File: config.mk
export PLATFORM = sky130hd
export DESIGN_NAME = minimac2_tx_engine
export DESIGN_NICKNAME = d
export VERILOG_FILES = /design/src/rtl/minimac2_tx_engine.sv
export SDC_FILE = /design/constraint.sdc
export NUM_CORES = 1
export LEC_CHECK = 0
export BUFFER_PORTS_ARGS = -buffer_cell sky130_fd_sc_hd__buf_2
export CAP_MARGIN = 30
export CORE_ASPECT_RATIO = 0.7
export CORE_UTILIZATION = 25
export CTS_CLUSTER_SIZE = 30
export DETAILED_ROUTE_END_ITERATION = 6
export MAX_ROUTING_LAYER = met4
export PLACE_DENSITY = 0.47
export SETUP_SLACK_MARGIN = 0.5
export SKIP_CTS_REPAIR_TIMING = 1
export SLEW_MARGIN = 10
export SYNTH_ARGS = -nofsm -noshare
export SYNTH_HDL_FRONTEND = slang
export SYNTH_SLANG_ARGS = --single-unit
File: constraint.sdc
create_clock -name phy_clk -period 3.97 [get_ports phy_clk]
set_input_delay 0.5955 -clock phy_clk [delete_from_list [all_inputs] [get_ports phy_clk]]
set_output_delay 0.5955 -clock phy_clk [all_outputs]
set_load 0.05 [all_outputs]
File: src/rtl/minimac2_tx_engine.sv
// MII transmit engine: preamble, SFD, nibble-serialised frame bytes read from
// the packet buffer, then an idle inter-frame gap closed by a one-cycle done pulse.
module minimac2_tx_engine #(
  parameter int PREAMBLE_NIBBLES = 15,
  parameter int IFG_NIBBLES      = 24
) (
  input  logic        phy_clk,
  input  logic        phy_rst,
  input  logic        start,
  input  logic [10:0] count,
  output logic        busy,
  output logic        done,
  output logic [10:0] mem_adr_o,
  input  logic [7:0]  mem_dat_i,
  output logic [3:0]  mii_txd,
  output logic        mii_tx_en
);

  localparam int MAXC = (PREAMBLE_NIBBLES > IFG_NIBBLES) ? PREAMBLE_NIBBLES : IFG_NIBBLES;
  localparam int CW   = ($clog2(MAXC + 1) > 11) ? $clog2(MAXC + 1) : 11;

  typedef enum logic [2:0] {IDLE, PREAMBLE, SFD, DATA_LO, DATA_HI, IFG} state_t;

  state_t          state_q, state_d;
  logic [CW-1:0]   cnt_q, cnt_d;
  logic [10:0]     n_q, n_d;
  logic [3:0]      hi_q, hi_d;
  logic            busy_q, busy_d;
  logic            done_q, done_d;
  logic            en_q, en_d;
  logic [3:0]      txd_q, txd_d;
  logic [10:0]     adr_q, adr_d;
  logic [10:0]     nxt_k;

  // state_q describes what the output registers are showing in the current cycle;
  // the combinational block decides the contents of the following cycle.
  always_comb begin
    state_d = state_q;
    cnt_d   = cnt_q;
    n_d     = n_q;
    hi_d    = hi_q;
    busy_d  = busy_q;
    done_d  = 1'b0;
    en_d    = en_q;
    txd_d   = txd_q;
    adr_d   = adr_q;
    nxt_k   = cnt_q[10:0] + 11'd1;
    case (state_q)
      IDLE: begin
        busy_d = 1'b0;
        en_d   = 1'b0;
        txd_d  = 4'h0;
        if (start && (count != 11'd0)) begin
          state_d = PREAMBLE;
          n_d     = count;
          cnt_d   = CW'(1);
          busy_d  = 1'b1;
          en_d    = 1'b1;
          txd_d   = 4'h5;
          adr_d   = 11'd0;
        end
      end
      PREAMBLE: begin
        if (cnt_q == CW'(PREAMBLE_NIBBLES)) begin
          state_d = SFD;
          txd_d   = 4'hD;
        end else begin
          cnt_d = cnt_q + CW'(1);
        end
      end
      SFD: begin
        // Byte 0 has been on mem_dat_i since address 0 was presented during the preamble.
        state_d = DATA_LO;
        cnt_d   = '0;
        txd_d   = mem_dat_i[3:0];
        hi_d    = mem_dat_i[7:4];
        if (n_q > 11'd1) adr_d = 11'd1;
      end
      DATA_LO: begin
        state_d = DATA_HI;
        txd_d   = hi_q;
      end
      DATA_HI: begin
        if (cnt_q[10:0] == n_q - 11'd1) begin
          state_d = IFG;
          cnt_d   = CW'(1);
          en_d    = 1'b0;
          txd_d   = 4'h0;
        end else begin
          state_d = DATA_LO;
          cnt_d   = CW'(nxt_k);
          txd_d   = mem_dat_i[3:0];
          hi_d    = mem_dat_i[7:4];
          // Prefetch the next byte, but never step past the last valid address.
          if (({1'b0, nxt_k} + 12'd1) < {1'b0, n_q}) adr_d = nxt_k + 11'd1;
        end
      end
      IFG: begin
        if (cnt_q == CW'(IFG_NIBBLES)) begin
          state_d = IDLE;
          busy_d  = 1'b0;
          done_d  = 1'b1;
        end else begin
          cnt_d = cnt_q + CW'(1);
        end
      end
      default: state_d = IDLE;
    endcase
  end

  always_ff @(posedge phy_clk) begin
    if (phy_rst) begin
      state_q <= IDLE;
      cnt_q   <= '0;
      n_q     <= '0;
      hi_q    <= '0;
      busy_q  <= 1'b0;
      done_q  <= 1'b0;
      en_q    <= 1'b0;
      txd_q   <= '0;
      adr_q   <= '0;
    end else begin
      state_q <= state_d;
      cnt_q   <= cnt_d;
      n_q     <= n_d;
      hi_q    <= hi_d;
      busy_q  <= busy_d;
      done_q  <= done_d;
      en_q    <= en_d;
      txd_q   <= txd_d;
      adr_q   <= adr_d;
    end
  end

  assign busy      = busy_q;
  assign done      = done_q;
  assign mii_tx_en = en_q;
  assign mii_txd   = txd_q;
  assign mem_adr_o = adr_q;

endmodule

# Word-level counts from Yosys, hierarchy flattened

Index checks and enable logic that the tools add are counted.

Register bits: 47
Input port bits: 22
Output and inout port bits: 18
Word-level logic and storage cells: 78

Add/sub/neg operators: 4
Order comparisons: 2
Equal/unequal tests: 17
Mux-type cells: 27
Bitwise logic cells: 1
Reduce and logical (&&, ||, !) cells: 18

Operator list:

| kind                  | count |
|---|---|
| $mux 11               | 8 |
| $pmux 11 s5           | 1 |
| $pmux 11 s3           | 1 |
| $add 11x1->11 const B | 2 |
| $pmux 4 s5            | 1 |
| $ne 2x2->1 const B    | 9 |
| $pmux 3 s6            | 1 |
| $mux 3                | 5 |
| $add 11x1->12 const B | 1 |
| $lt 12x11->1          | 1 |
| $mux 4                | 3 |
| $eq 11x11->1          | 1 |
| $eq 11x4->1 const B   | 1 |
| $eq 11x5->1 const B   | 1 |
| $gt 11x1->1 const B   | 1 |
| $reduce_bool 11->1    | 1 |
| $sub 11x1->11 const B | 1 |
| $reduce_and 2->1      | 5 |
| $reduce_bool 5->1     | 2 |
| $pmux 4 s2            | 1 |
| $eq 3x2->1 const B    | 2 |
| $eq 3x3->1 const B    | 2 |
| $reduce_bool 2->1     | 3 |
| $reduce_and 5->1      | 1 |
| 10 further kinds      | 14 |

# Depth between registers and ports, before layout

Gate-level depths: netlist of run 1.

Word-level depth: 6
Depth in mapped cells: 14
Depth with buffers taken out: 14

# Worst setup path before layout of run 1

OpenSTA, ideal clock, no wires.

Kind: register to register
Start: register cnt_q[1]
End: register adr_q[10], in the netlist mem_adr_o[10]
Setup time: 60 ps
Arrival time: 3763 ps
Slack: 147 ps
Cell stages (with the launch flop): 14
Buffers on the path: 0
Clock period less this slack: 3823 ps
Cell sequence: dfxtp_1 ha_1 nand3_1 or3_1 a2111oi_1 and3_1 xor2_1 ha_1 a211oi_1 o21ai_0 o221a_2 or3_1 nor4_4 a22o_1

Cells in the longest elaborated chain, start to end: 5
Elaborated cells on any way between the ends: 11
Those cells by class: 3 x add/sub; 1 x order compare; 3 x eq/ne; 3 x mux; 1 x reduce/logical

RTL lines:

| what                                                             | RTL line | RTL |
|---|---|---|
| start, declared                                                  | 25       | `logic [CW-1:0] cnt_q, cnt_d;` |
| start signal, assigned                                           | 124      | `cnt_q <= cnt_d;` |
| $add 11x1->11                                                    | 47       | `nxt_k = cnt_q[10:0] + 11'd1;` |
| $add 11x1->12 or $add 11x1->11 (tied branches)                   | 95       | `if (({1'b0, nxt_k} + 12'd1) < {1'b0, n_q}) adr_d = nxt_k + 11'd1;` |
| $lt 12x11->1 or $mux 11 (tied branches)                          | 95       |  |
| $ne 2x2->1 (no source line) or $mux 11 (tied branches)           | -        |  |
| $reduce_and 5->1 (no source line) or $pmux 11 s3 (tied branches) | -        |  |
| end signal, assigned                                             | 131      | `adr_q <= adr_d;` |
| end, declared                                                    | 32       | `logic [10:0] adr_q, adr_d;` |

Several ways; a longest one is shown, not always the timed one. The select of a mux whose other input is x is not followed.
A chain may end at the register's enable or synchronous reset.

# Worst setup path in the final report of run 1

Start: register cnt_q[1]
End: register adr_q[2], in the netlist mem_adr_o[2]

The elaborated chain is that of the path after synthesis.

==> results of run 1 <==
-- per-stage QoR --
step                      utilization  power (mW)  worst slack, ps
after floorplan                     -       0.677              501
after global placement          0.289       0.731              181
after detailed placement        0.289       0.732             96.2
after CTS                       0.301        1.18             85.7
after global routing            0.317        1.24              342
final                           0.317        1.17              506
-- cell type report --
type / instances / area [µm²] / share of cell area
clock buffers: 7 / 143 / 0.0364
well taps: 162 / 203 / 0.0517
flip-flops and latches: 47 / 956 / 0.244
clock inverters: 1 / 8.76 / 0.00223
inverters: 20 / 75.1 / 0.0192
repair buffers: 61 / 368 / 0.0939
multi-input cells: 297 / 2170 / 0.553
-- critical path: cells and delay by family (launching register included) --
family	cells	cell delay, ps
xor+xnor	1	210
compound gates	4	690
flops	1	390
simple gates	5	1320
buf+inv	2	340
fa+ha+maj	2	460
-- Yosys cell counts, types with 2 or more instances --
master,count
buf_1,2
a211oi_1,3
and3_1,2
a41oi_1,3
a21oi_1,18
a221oi_1,3
nor4_4,2
ha_1,17
nor4_1,5
dfxtp_1,47
nor3_1,14
a22o_1,10
o211ai_1,4
xnor2_1,11
a31oi_1,8
a311oi_1,2
nor3b_1,2
or3_1,5
or4_1,3
and2_1,4
nor2b_1,3
o21ai_0,14
xor2_1,14
inv_1,20
nand3_1,15
a21o_1,2
nand2_1,29
nand2b_1,11
clkbuf_1,19
mux2i_1,16
nor2_1,36
a22oi_1,7
buf_6,3
o31ai_1,2
nand4_1,8
a2111oi_0,2
nand3b_1,3
-- cells in the final DEF (no fill, tap or decap), drive strengths merged, types with 2 or more instances in the layout --
cell type and count:
a2111oi 3, a211oi 3, a21o 2, a21oi 19
a221oi 4, a22o 10, a22oi 7, a311oi 2
a31oi 8, a41oi 3, and2 4, and3 2
buf 61, clkbuf 7, dfxtp 47, ha 17
inv 21, mux2i 16, nand2 29, nand2b 11
nand3 15, nand3b 3, nand4 8, nor2 36
nor2b 3, nor3 14, nor3b 2, nor4 8
o211ai 4, o21ai 14, o22ai 2, o31ai 2
or3 5, or4 4, xnor2 11, xor2 14
-- kinds of logic after synthesis --
group | Yosys count
AOI/OAI and AO/OA | 91
xor gates and xnor gates | 25
and+or+nand+nor | 148
adders and majority gates | 17
muxes | 16
buffers and inverters | 45
DFF | 47
-- sequential cells by signal (all words and copies together), names as in the netlist --
name and count:
busy 1, cnt_q 11, done 1, hi_q 4
mem_adr_o 11, mii_tx_en 1, mii_txd 4, n_q 11
state_q 3
-- final timing paths --
kind	start	to	slack (ps)	depth (start not counted)
setup / recovery	cnt_q[1]	mem_adr_o[2]	510	14
hold / removal	hi_q[1]	hi_q[1]	470	2
setup reg to reg	cnt_q[1]	mem_adr_o[2]	510	14
hold reg to reg	hi_q[1]	hi_q[1]	470	2
-- per-layer routing --
layer | vias up | track usage | wire length, µm | part of all wire
met5 | - | - | 0 | 0
met4 | 0 | 0.0333 | 93 | 0.0096
met3 | 12 | 0.0353 | 661 | 0.068
met2 | 114 | 0.211 | 3820 | 0.39
met1 | 1478 | 0.242 | 5130 | 0.53
li1 | 1499 | - | - | -
-- power breakdown --
part	internal [mW]	switching (mW)	total, mW
Sequential	0.484	0.0257	0.509
Combinational	0.0891	0.129	0.218
Clock	0.254	0.190	0.443
==> flow_summary_export.csv, run 1 <==
group,metric,value,unit
run_status,status,"complete, no violations",
setup_path,path_class,"reg2reg",
global_route,grt_pass1_vias,2797,
synthesis,synth.area.mux_share,0.0505,
synthesis,synth_largest_area_cell,"dfxtp_1",
clock_tree,clkTransAtPathRegs,70,ps
synthesis,ys_seq_elements,47,
sta,min_period,3460,ps
drt,drt_iter0_markers,191,
sta,finalSetupViolCount,0,
placement,place_congestion,0.862,
setup_path,worstPathRequired,4210,ps
drt,drc,0,
sta,finalClockSkew,18.2,ps
global_route,grt_usage,0.161,
floorplanning,initial_core_util,0.256,
drt,ant_nets,0,
synthesis,synth_xor_area_frac,0.0691,
finish,fill_cells,1291,
synthesis,synth-compound-area-share,0.208,
placement,placed_cells,574,
sta,fmaxAchievable,289,MHz
drt,via_per_inst,5.22,
clock_tree,numCtsBuffers,5,
synthesis,synthFlopType,"dfxtp_1",
synthesis,yosys-top-cells-area,"dfxtp_1 30%, ha_1 6.7%, mux2i_1 5.1%",
clock_tree,clock_latency,300,ps
job,drv_cap,0,
sta,hold_viol_final,0,
finish,fin_cells,595,
setup_path,cp_cell_sequence,"ha_4 -> nand3_4 -> buf_4 -> or3_1 -> and2_1 -> xnor2_2 -> ha_1 -> a211oi_2 -> o21ai_1 -> o221a_2 -> or3_4 -> nor4_4 -> buf_4 -> a22o_1",
floorplanning,die_h,96.2,µm
min_path,worstHoldPathType,"reg2reg",
drt,vias,3103,
synthesis,synth_simple_gate_area_frac,0.248,
setup_path,endpoint_kind,"flop",
placement,place_hpwl,7340,µm
placement,place_area,0.00358,mm²
synthesis,ys_types,57,
floorplanning,core-area,0.0124,mm²
sta,holdWs,474,ps
synthesis,syn-mean-instance-area,8.15,µm²
sta,worst_slew_pin_slew,835,ps
synthesis,synth_top_area_frac,0.297,
pwr,peakVddDrop,0.000159,V
synthesis,ys_warn_count,0,
setup_path,startpoint_type,"flop",
synthesis,synth_edf_count,0,
setup_path,cpPeakStageDelay,400,ps
sta,rsz0062_at_grt,"yes",
finish,nets,471,
floorplanning,row_count,34,
floorplanning,ioPinCount,40,
synthesis,async_reset_ff_frac,0,
sta,timing.setup.tns,0,ps
global_route,grt_overflow_total,0,
sta,period_share,0.873,
drt,drt_wl_total,9700,µm
clock_tree,cts-root-buf,"clkbuf_16",
synthesis,synthAdderAreaFrac,0.0671,
finish,antenna_cells,0,
synthesis,syn-num-nets,428,
pwr,leakagePower,1.62,nW
global_route,grt_max_degree,44,
synthesis,synth_top_family_by_area,"simple AND/OR/NAND/NOR gates",
drt,dr.pass1.iters,6,
clock_tree,htree_levels,2,
clock_tree,clockBufferDepth,2,
global_route,grt_pass1_wl,15500,µm
floorplanning,dieArea,0.0131,mm²
sta,maxSlewViolCount,0,
clock_tree,cts_sinks,47,
synthesis,ys_seq_area_frac,0.297,
synthesis,synthCells,389,
sta,max_slew_margin,0.443,
setup_path,critPathArrivalTime,3700,ps
placement,port_buffers,39,
finish,drive_gt1_frac,0.240,
finish,finish.instance_area,0.00392,mm²
setup_path,crit_path_frequent_cell,"buf_4",
finish,syn_to_final_growth,23.6,%
synthesis,synth.cell_area,0.00317,mm²
pwr,powerDensity,299,mW/mm²
clock_tree,cts_tree,"built",
setup_path,critPathSlowestCell,"or3_4",
setup_path,crit_path_max_fanout,6,
global_route,antenna_found_initial,0,
floorplanning,fp.dieW,137,µm
drt,wl_per_cell,16.3,µm
Power figures use the tool's default switching activity.
==> run 2: changes to the inputs <==
ABC_AREA = 1   (was not set)
==> run 2 against run 1 <==
Global-route usage increased by 0.34 points; hold slack got worse by 14 ps; critical path type unchanged; highest routed layer unchanged; utilization decreased by 1.0 points; critical path depth increased by 10; final area increased by 4.1%; synthesized cell count increased by 40%; sequential share of layout area decreased by 1.2 points; wire length increased by 12%.
==> flow_summary_export.csv, run 2 <==
group,metric,value,unit
global_route,grt_max_degree,30,
finish,fill_cells,1500,
placement,place_hpwl,8660,µm
clock_tree,numCtsBuffers,5,
synthesis,ys_top_cells_by_count,"143 x nand2_1, 69 x inv_1, 56 x nand3_1, 56 x nor2_1, 47 x dfxtp_1",
sta,max_slew_margin,0.239,
setup_path,rr_worst_depth,24,
finish,mostFrequentLayoutCells,"141 x nand2_1, 68 x inv_1, 55 x nand3_1, 55 x nor2_1, 45 x dfxtp_1",
global_route,use_met1,0.245,
global_route,use_met2,0.230,
pwr,combinationalPowerShare,0.290,
synthesis,synth.cell_area,0.00344,mm²
floorplanning,row_count,35,
synthesis,synth_edf_count,0,
sta,maxSlewViolCount,0,
global_route,grt_pass1_wl,17400,µm
pwr,peakVddDrop,0.000191,V
global_route,top_usage_layer,"met1",
drt,vias,3611,
finish,syn_to_final_growth,18.4,%
synthesis,ys_types,37,
run_status,status,"complete, no violations",
drt,dr.pass1.iters,5,
finish,multi_input_area,0.00221,mm²
placement,place_congestion,0.925,
sta,finalSetupViolCount,0,
finish,nets,624,
floorplanning,initial_core_util,0.259,
pwr,p_seq_frac,0.368,
finish,layout_commonest_cell,"nand2_1",
clock_tree,cts_tree,"built",
global_route,grtUsageMet3,0.0258,
pwr,leakagePower,1.91,nW
setup_path,crit_path_max_fanout,7,
finish,drive_gt1_frac,0.198,
drt,via_per_inst,4.68,
clock_tree,cts-root-buf,"clkbuf_16",
setup_path,startpoint_type,"flop",
setup_path,critPathArrivalTime,3320,ps
synthesis,syn-mean-instance-area,6.32,µm²
sta,rsz0062_at_grt,"no",
synthesis,ys_seq_elements,47,
placement,port_buffers,39,
synthesis,synthCells,545,
clock_tree,cts_sinks,47,
sta,worst_slew_pin_slew,1140,ps
min_path,worstHoldPathType,"reg2reg",
synthesis,synthFlopType,"dfxtp_1",
pwr,powerDensity,351,mW/mm²
sta,hold_viol_final,0,
clock_tree,clock_latency,300,ps
floorplanning,dieArea,0.0143,mm²
pwr,switching_share,0.357,
setup_path,worstPathRequired,4120,ps
drt,drt_iter0_markers,256,
synthesis,synth_largest_area_cell,"dfxtp_1",
floorplanning,ioPinCount,40,
synthesis,ys_warn_count,0,
drt,drc,0,
finish,fin_cells,771,
synthesis,syn-num-nets,584,
synthesis,ys_seq_area_frac,0.273,
placement,placed_cells,757,
global_route,grt_usage,0.164,
job,drv_cap,0,
synthesis,async_reset_ff_frac,0,
min_path,min_path_cells,2,
clock_tree,clockBufferDepth,2,
setup_path,endpoint_kind,"flop",
synthesis,synth_top_area_frac,0.273,
synthesis,yosysMostFrequentCell,"nand2_1",
floorplanning,die_h,100,µm
clock_tree,htree_levels,2,
drt,ant_nets,0,
sta,timing.setup.tns,0,ps
global_route,grt_pass1_vias,3277,
setup_path,path_class,"reg2reg",
sta,finalClockSkew,7.58,ps
pwr,clockPowerShare,0.342,
sta,fmaxAchievable,316,MHz
synthesis,yosys-top-cells-area,"dfxtp_1 27%, nand2_1 16%, nand3_1 8.1%",
finish,regArea,946,µm²
floorplanning,fp.dieW,142,µm
clock_tree,clkTransAtPathRegs,60,ps
drt,wl_per_cell,14.2,µm
global_route,antenna_found_initial,0,
floorplanning,core-area,0.0133,mm²
pwr,intPower,0.920,mW
sta,min_period,3160,ps
drt,drt_wl_total,10900,µm
finish,antenna_cells,0,
pwr,power.switching,0.512,mW
global_route,grt_overflow_total,0,
sta,period_share,0.797,
run 2: cell types whose count changed after synthesis, moves of 9 or more:
cell | before | now
nor2_1 | 36 | 56
a21oi_1 | 18 | 28
xor2_1 | 14 | 2
xnor2_1 | 11 | 2
nand3_1 | 15 | 56
a22o_1 | 10 | 1
nand2b_1 | 11 | 0
nand2_2 | 0 | 19
inv_1 | 20 | 69
a21oi_2 | 0 | 10
nand4_1 | 8 | 19
mux2i_1 | 16 | 0
nand2_1 | 29 | 143
clkbuf_1 | 19 | 4
run 2: kinds of logic (layout without fill, tap and decap cells):
kind of cell,after synthesis,in the layout,share of synthesized area
xor+xnor,5,5,0.0149
compound gates,64,64,0.112
simple gates,324,326,0.432
flops,47,47,0.273
fa+ha+maj,17,17,0.0617
buf+inv,88,127,0.107
run 2: layout make-up:
type	instances	area share
flip-flops and latches	47	0.232
inverters	74	0.0681
clock inverters	3	0.0107
clock buffers	5	0.0307
repair buffers	45	0.0589
multi-input cells	412	0.543
well taps	185	0.0567
run 2: power groups by stage:
| stage | Clock, mW | Sequential, mW | Combinational [mW] |
|---|---|---|---|
| 2_1_floorplan | 0 | 0.556 | 0.273 |
| 3_3_place_gp | 0 | 0.535 | 0.387 |
| 3_5_place_dp | 0 | 0.536 | 0.389 |
| 4_1_cts | 0.503 | 0.526 | 0.391 |
| 5_1_grt | 0.524 | 0.531 | 0.470 |
| 6_report | 0.490 | 0.527 | 0.415 |
run 2: metrics by stage:
stage	total power [mW]	setup WS (ps)	hold slack (ps)	util	area, µm²
after floorplan	0.829	900	459	-	3440
after global placement	0.922	386	453	0.285	3800
after detailed placement	0.925	266	459	0.285	3800
after CTS	1.42	249	470	0.298	3970
after global routing	1.52	464	489	0.306	4080
final	1.43	807	461	0.306	4080
run 2: final timing paths:
kind / start / endpoint / slack, ps
worst max-delay path: cnt_q[1] / mem_adr_o[1] / 810
worst min register to register: mem_adr_o[1] / mem_adr_o[1] / 460
worst max register to register: cnt_q[1] / mem_adr_o[1] / 810
worst min-delay path: mem_adr_o[1] / mem_adr_o[1] / 460
run 2: critical path, cell delays in order, from the launching register on:
cell     delay [ps]
dfxtp_2         390
inv_1            90
ha_4            280
inv_1            60
nor2_4          100
nand3_2          90
nor2_2          120
nand3_2         120
nor2_4          160
xor2_2          170
inv_1            60
ha_1            280
nand2_1          70
inv_1            30
nor2_1           80
o21a_1          120
nand2_1          50
nand2_1          50
nand2_1          40
nand2_1          70
nand3_2         120
nand2_4         140
nand3_4         150
nand2_2         140
a21oi_2          50
run 2: routing by layer:
layer | vias to the layer above | part of all wire
met5 | - | 0
met4 | 0 | 0.0055
met3 | 6 | 0.042
met2 | 108 | 0.40
met1 | 1639 | 0.55
li1 | 1858 | -
